### src/rtl/fifo_pkg.sv
// Shared helpers for fifo_flex: width calculation and elaboration-time parameter checks.
package fifo_pkg;

    function automatic int clog2(input int value);
        int result;
        result = 0;
        for (int i = 0; i < 32; i++) begin
            if ((1 << result) < value) begin
                result = result + 1;
            end
        end
        return result;
    endfunction

    function automatic bit depth_ok(input int depth);
        return (depth >= 2) && ((depth & (depth - 1)) == 0);
    endfunction

    function automatic bit af_ok(input int af_thresh, input int depth);
        return (af_thresh >= 1) && (af_thresh <= depth);
    endfunction

    function automatic bit ae_ok(input int ae_thresh, input int depth);
        return (ae_thresh >= 0) && (ae_thresh <= depth - 1);
    endfunction

endpackage

### src/rtl/fifo_flex_ram.sv
// WIDTH x DEPTH storage for fifo_flex: one synchronous write port, one asynchronous read port.
module fifo_flex_ram #(
    parameter int WIDTH = 8,
    parameter int DEPTH = 4,
    parameter int AW    = 2
) (
    input  logic             clk,
    input  logic             we,
    input  logic [AW-1:0]    waddr,
    input  logic [WIDTH-1:0] wdata,
    input  logic [AW-1:0]    raddr,
    output logic [WIDTH-1:0] rdata
);

    logic [WIDTH-1:0] mem [DEPTH];

    always_ff @(posedge clk) begin
        if (we) begin
            mem[waddr] <= wdata;
        end
    end

    // Show-ahead read: the head entry is visible without a read strobe.
    assign rdata = mem[raddr];

endmodule

### src/rtl/fifo_flex.sv
// Parametrised single-clock show-ahead FIFO with registered flags, thresholds, sticky errors and flush.
// Optional high-water-mark output enabled by defining FIFO_FLEX_HWM_EN.
module fifo_flex
    import fifo_pkg::*;
#(
    parameter int WIDTH     = 8,
    parameter int DEPTH     = 4,
    parameter int AF_THRESH = 3,
    parameter int AE_THRESH = 1
) (
    input  logic                   clk,
    input  logic                   rst,
    input  logic                   flush,
    input  logic                   push,
    input  logic [WIDTH-1:0]       datain,
    input  logic                   pop,
    output logic [WIDTH-1:0]       dataout,
    output logic                   full,
    output logic                   empty,
    output logic                   almost_full,
    output logic                   almost_empty,
    output logic [clog2(DEPTH):0]  count,
`ifdef FIFO_FLEX_HWM_EN
    output logic [clog2(DEPTH):0]  high_water,
`endif
    output logic                   overflow,
    output logic                   underflow
);

    localparam int AW = clog2(DEPTH);
    localparam int CW = AW + 1;

    if (!depth_ok(DEPTH)) begin : g_bad_depth
        $error("fifo_flex: DEPTH must be a power of two and at least 2");
    end
    if (!af_ok(AF_THRESH, DEPTH)) begin : g_bad_af
        $error("fifo_flex: AF_THRESH must be in 1..DEPTH");
    end
    if (!ae_ok(AE_THRESH, DEPTH)) begin : g_bad_ae
        $error("fifo_flex: AE_THRESH must be in 0..DEPTH-1");
    end

    logic [AW-1:0] rd_ptr_reg;
    logic [AW-1:0] wr_ptr_reg;
    logic [CW-1:0] count_reg;
    logic [CW-1:0] count_next;
    logic          full_reg;
    logic          empty_reg;
    logic          almost_full_reg;
    logic          almost_empty_reg;
    logic          overflow_reg;
    logic          underflow_reg;
    logic          push_ok;
    logic          pop_ok;
    logic          we;

    // A push into a full FIFO is only legal when the same cycle frees an entry.
    assign push_ok    = push & (~full_reg | pop);
    assign pop_ok     = pop & ~empty_reg;
    assign count_next = count_reg + CW'(push_ok) - CW'(pop_ok);
    assign we         = push_ok & ~rst & ~flush;

    fifo_flex_ram #(
        .WIDTH (WIDTH),
        .DEPTH (DEPTH),
        .AW    (AW)
    ) u_ram (
        .clk   (clk),
        .we    (we),
        .waddr (wr_ptr_reg),
        .wdata (datain),
        .raddr (rd_ptr_reg),
        .rdata (dataout)
    );

    always_ff @(posedge clk) begin
        if (rst || flush) begin
            rd_ptr_reg       <= '0;
            wr_ptr_reg       <= '0;
            count_reg        <= '0;
            full_reg         <= 1'b0;
            empty_reg        <= 1'b1;
            almost_full_reg  <= (AF_THRESH == 0);
            almost_empty_reg <= 1'b1;
            if (rst) begin
                overflow_reg  <= 1'b0;
                underflow_reg <= 1'b0;
            end
        end else begin
            if (push_ok) begin
                wr_ptr_reg <= wr_ptr_reg + AW'(1);
            end
            if (pop_ok) begin
                rd_ptr_reg <= rd_ptr_reg + AW'(1);
            end
            if (push && full_reg && !pop) begin
                overflow_reg <= 1'b1;
            end
            if (pop && empty_reg) begin
                underflow_reg <= 1'b1;
            end
            count_reg        <= count_next;
            full_reg         <= (count_next == CW'(DEPTH));
            empty_reg        <= (count_next == '0);
            almost_full_reg  <= (count_next >= CW'(AF_THRESH));
            almost_empty_reg <= (count_next <= CW'(AE_THRESH));
        end
    end

`ifdef FIFO_FLEX_HWM_EN
    logic [CW-1:0] high_water_reg;

    always_ff @(posedge clk) begin
        if (rst || flush) begin
            high_water_reg <= '0;
        end else if (count_next > high_water_reg) begin
            high_water_reg <= count_next;
        end
    end

    assign high_water = high_water_reg;
`endif

    assign count        = count_reg;
    assign full         = full_reg;
    assign empty        = empty_reg;
    assign almost_full  = almost_full_reg;
    assign almost_empty = almost_empty_reg;
    assign overflow     = overflow_reg;
    assign underflow    = underflow_reg;

endmodule

### config.mk
export PLATFORM = sky130hd
export DESIGN_NAME = fifo_flex
export DESIGN_NICKNAME = d
export VERILOG_FILES = /design/src/rtl/fifo_pkg.sv /design/src/rtl/fifo_flex_ram.sv /design/src/rtl/fifo_flex.sv
export SDC_FILE = /design/constraint.sdc
export NUM_CORES = 1
export LEC_CHECK = 0
export BUFFER_PORTS_ARGS = -buffer_cell sky130_fd_sc_hd__buf_2
export CORE_ASPECT_RATIO = 1.75
export CORE_MARGIN = 5
export CORE_UTILIZATION = 40
export DETAILED_ROUTE_END_ITERATION = 8
export PLACE_DENSITY = 0.59
export SLEW_MARGIN = 5
export SYNTH_ARGS = -nofsm -noshare
export SYNTH_HDL_FRONTEND = slang
export SYNTH_SLANG_ARGS = --single-unit
### constraint.sdc
create_clock -name clk -period 2.3 [get_ports clk]
set_input_delay 0.46 -clock clk [delete_from_list [all_inputs] [get_ports clk]]
set_output_delay 0.46 -clock clk [all_outputs]
set_load 0.05 [all_outputs]
# == Word level (Yosys, flattened, before mapping) ==
# Memories as Yosys holds them, arrays and structs flattened. A register that Yosys moved wholly into a read port is not among the register bits.
# Cells that the tools add are included.
# word_totals
reg_bits,13
latchBits,0
ram_bits,32
mem_bits_ro,0
input_bits,13
output_inout_bits,17
mem_count,1
# memory_table
name,words,width,read_ports,rd_ports_with_merged_regs,wr,line,text
u_ram.mem,4,8,1,1,1,fifo_flex_ram.sv:15,logic [WIDTH-1:0] mem [DEPTH];
# classes
add_sub_neg,4
mul,0
div_mod_pow,0
order_cmp,2
eq_ne,2
n_shift,0
muxes,9
bitwise,9
reduce_logical,10
# op_table
operator,n
$mux W1,7
$add A2 B1 Y2 const B,2
$and A1 B1 Y1,4
$mux W2,2
$not A1 Y1,4
$reduce_and A2 Y1,2
$reduce_bool A2 Y1,2
$add A3 B1 Y3,1
$eq A3 B3 Y1 const B,1
$ge A3 B2 Y1 const B,1
$le A3 B1 Y1 const B,1
$logic_and A1 B1 Y1,3
$logic_not A3 Y1,1
$sub A3 B1 Y3,1
$ne A2 B2 Y1 const B,1
$logic_not A1 Y1,1
$logic_or A1 B1 Y1,1
$or A1 B1 Y1,1

# == Longest topological paths before layout ==
# depth
word_depth,7
ltp_mapped,9

# == Cells and area by module ==
# A second synthesis with hierarchy kept.
# unflattened
hier_cells,98
area_unflattened_um2,1744.2
# by_module_without_submodules
module,instances,cells_per_inst,area_per_inst_um2,seq_area_each_um2
fifo_flex_ram,1,46,1188.6,960.9
fifo_flex,1,52,555.5,280.3

# == Least setup slack after synthesis ==
# OpenSTA, ideal clock, no wires.
# synth_path
kind,flip-flop to flip-flop
from,"reg empty_reg, in the netlist empty"
to,"reg almost_full_reg, in the netlist almost_full"
setup_ns,0.114
arrival_ns,2.146
required_time_ns,2.186
path_slack_ns,0.040
path_stages_with_launch,9
synth_period_minus_slack_ns,2.260
cell_sequence,dfxtp_1 > and2b_1 > ha_1 > inv_1 > ha_1 > fa_1 > xor3_1 > nor2_2 > a21o_1
# synth_via
elab_chain_len,4
# synth_lines
element,line,text
from (decl),fifo_flex.sv:48,logic empty_reg;
from (signal assigned),fifo_flex.sv:104,empty_reg <= (count_next == '0);
$not A1 Y1,fifo_flex.sv:59,assign pop_ok = pop & ~empty_reg;
$and A1 B1 Y1,fifo_flex.sv:59,
named net pop_ok,fifo_flex.sv:54,logic pop_ok;
$sub A3 B1 Y3,fifo_flex.sv:60,assign count_next = count_reg + CW'(push_ok) - CW'(pop_ok);
$ge A3 B2 Y1,fifo_flex.sv:105,almost_full_reg <= (count_next >= CW'(AF_THRESH));
to (signal assigned),fifo_flex.sv:83,almost_full_reg <= (AF_THRESH == 0);
to (signal assigned),fifo_flex.sv:105,
to (decl),fifo_flex.sv:49,logic almost_full_reg;
# The timed path passes the listed nets, and every way through them passes these cells.
# A chain may end at the register's enable or synchronous reset.

==> results.yml <==
clock_network:
  cts_setup_buffers: 0
  cts_resized: 0
  htreeDepth: 2
  clk_latency_ns: 0.30
  clockBufferDepth: 2
  cts_root_buffer: "clkbuf_8"
  cts.sinks: 47
  cts_tree: "yes"
  cts_buffers: 5
  ctsHoldBuffers: 0
  clk_pin_slew_ns: 0.09
yosys:
  synth_edf_count: 34
  synthArstFlopShare_pct: 0
  synthFlopType: "edfxtp_1"
  yosys-top-cells-area: "edfxtp_1, dfxtp_1, mux4_2"
  syn_inst: 107
  netlist.area_leader.share_pct: 55.5
  syn-num-nets: 127
  syn_avg_cell_area_um2: 17.2
  synth_top_cell_by_area: "edfxtp_1"
  synth_warnings: 0
  synth_cell_type_count: 32
  netlist_top_cells_count: "edfxtp_1, dfxtp_1, mux4_2, nor2_1"
  ys_ff_latch: 47
  synth.most_common_cell: "edfxtp_1"
  yosysSeqAreaShare_pct: 69.7
  syn_area_um2: 1840
detailed_routing:
  drc: 0
  vias_per_cell: 4.98
  antenna_left: 0
  dr.first_iter.drc_count: 23
  dr_total_vias: 961
  drtPass1Iterations: 4
  drt_wl_total_um: 3090
  wire_per_inst_um: 16.0
worst_setup_path:
  end_kind: "primary output"
  arrival_ns: 1.57
  worstSetupPathType: "reg2out"
  worstPathRequired_ns: 1.84
  start_kind: "flip-flop"
  crit_path_max_fanout: 8
timing:
  finClkSkew_ns: 0.00536
  slew_viol_final: 0
  max_freq_ghz: 0.492
  hold_viol: 0
  finalCritPeriodShare_pct: 88.4
  rsz0062_at_grt: "false"
  max_slew_margin_pct: 70.8
  finalSetupTns_ns: 0
  worstMarginPinSlew_ns: 0.438
  fin_ws_ns: 0.267
  setup_violations: 0
  min_period_ns: 2.03
grt:
  grt_first_pass_wirelength_um: 5100
  grt_util_met3_pct: 4.42
  grt_pass1_vias: 1112
  grt_usage_pct: 11.8
  grt_max_degree: 15
  top_usage_layer: "met2"
  globalRouteMet1Util_pct: 11.8
  antenna_found_initial: 0
  grtUsageMet2_pct: 20.6
  grt_overflow: 0
flow_run:
  drv_cap: 0
pwr:
  p_leak_nw: 0.788
  power.density_nw_per_um2: 753
  ir_drop_uv: 494
cells_and_area:
  diodes: 0
  nets: 161
  syn_to_final_growth_pct: 15.2
  largest_reg_flops: 32
  drive_gt1_share_pct: 37.3
place:
  io_buffer_count: 29
  post-place-ws_ns: 0.0502
  place.gp.congestion: 0.717
  dp_hpwl_um: 2240
die:
  initial_core_util_pct: 41.4
  fp.dieArea_um2: 6100
  die-height_um: 99.7
  ios: 30
  row_count: 32
  die_w_um: 61.2
  core_um2: 4440
run_status:
  outcome: "completed"
min_path:
  worstHoldPathType: "in2reg"
metrics by stage:
step,instance area (um2),utilization (%),std cells,hold slack [ns],total power [W]
2_1_floorplan,1840,-,107,0.482,0.00108
3_3_place_gp,2030,45.7,185,0.502,0.00113
3_5_place_dp,2030,45.7,185,0.516,0.00113
4_1_cts,2120,47.6,193,0.368,0.00161
5_1_grt,2120,47.6,193,0.356,0.00166
6_report,2120,47.6,193,0.370,0.00160
layout by cell type (no fill, tap or decap):
cell type   instances
o21ai_0             2
and2_4              1
ha_1                6
inv_4               1
nor2_1              7
nor2_2              1
mux4_2              8
xor3_1              1
nand3_1             2
nand2b_1            1
clkinvlp_4          1
or2_1               1
buf_4               1
and2b_1             1
nor4_2              1
xnor2_1             1
clkinv_2            1
fa_1                1
xor2_1              1
edfxtp_1           34
nand3b_1            1
nor2b_1             1
a21oi_1             2
clkbuf_8            5
nand2_1             1
a31o_2              2
nor4_1              1
and2_1              4
a21o_1              1
dfxtp_1            13
clkbuf_1            1
buf_2              29
inv_1               6
and2_2              1
inv_2               1
critical path, cell delays in order, from the launching register on:
cell and delay (ns):
dfxtp_1 0.31, buf_4 0.20, mux4_2 0.52, buf_2 0.23
worst paths after layout:
check / startpoint / to / slack (ns) / cells after the start
setup / recovery: flip-flop / dataout[1] / 0.27 / 3
hold / removal: datain[7] / u_ram.mem[2][7]$_DFFE_PP_ / 0.37 / 1
setup reg to reg: empty$_SDFF_PN1_ / almost_full$_SDFF_PN0_ / 0.27 / 8
hold reg to reg: rd_ptr_reg[1]$_SDFFE_PN0P_ / rd_ptr_reg[1]$_SDFFE_PN0P_ / 0.53 / 2
cells by family after synthesis:
| logic type | Yosys count | synth area share (%) |
|---|---|---|
| AOI/OAI and AO/OA | 7 | 2.45 |
| xor gates and xnor gates | 3 | 2.25 |
| adders and majority gates | 7 | 5.17 |
| muxes | 8 | 9.80 |
| DFF | 47 | 69.7 |
| buffers and inverters | 11 | 3.00 |
| and+or+nand+nor | 24 | 7.63 |
metal layers:
metal / vias up / wire, um
met5: - / 0
met4: 0 / 63
met3: 7 / 205
met2: 28 / 1690
met1: 468 / 1130
li1: 458 / -
power by group:
part | leakage (nW) | switching (W) | internal (W)
Sequential | 0.415 | 0.00000910 | 0.000927
Combinational | 0.331 | 0.000117 | 0.0000549
Clock | 0.0412 | 0.000274 | 0.000213
cell type report:
type | instances | area (um2)
Tap cell | 51 | 63.8
Inverter | 8 | 32.5
Fill cell | 399 | 2330
Clock inverter | 2 | 12.5
Sequential cell | 47 | 1280
Clock buffer | 6 | 72.6
Multi-Input combinational cell | 49 | 502
Timing Repair Buffer | 30 | 153
(Power assumes the default switching activity.)
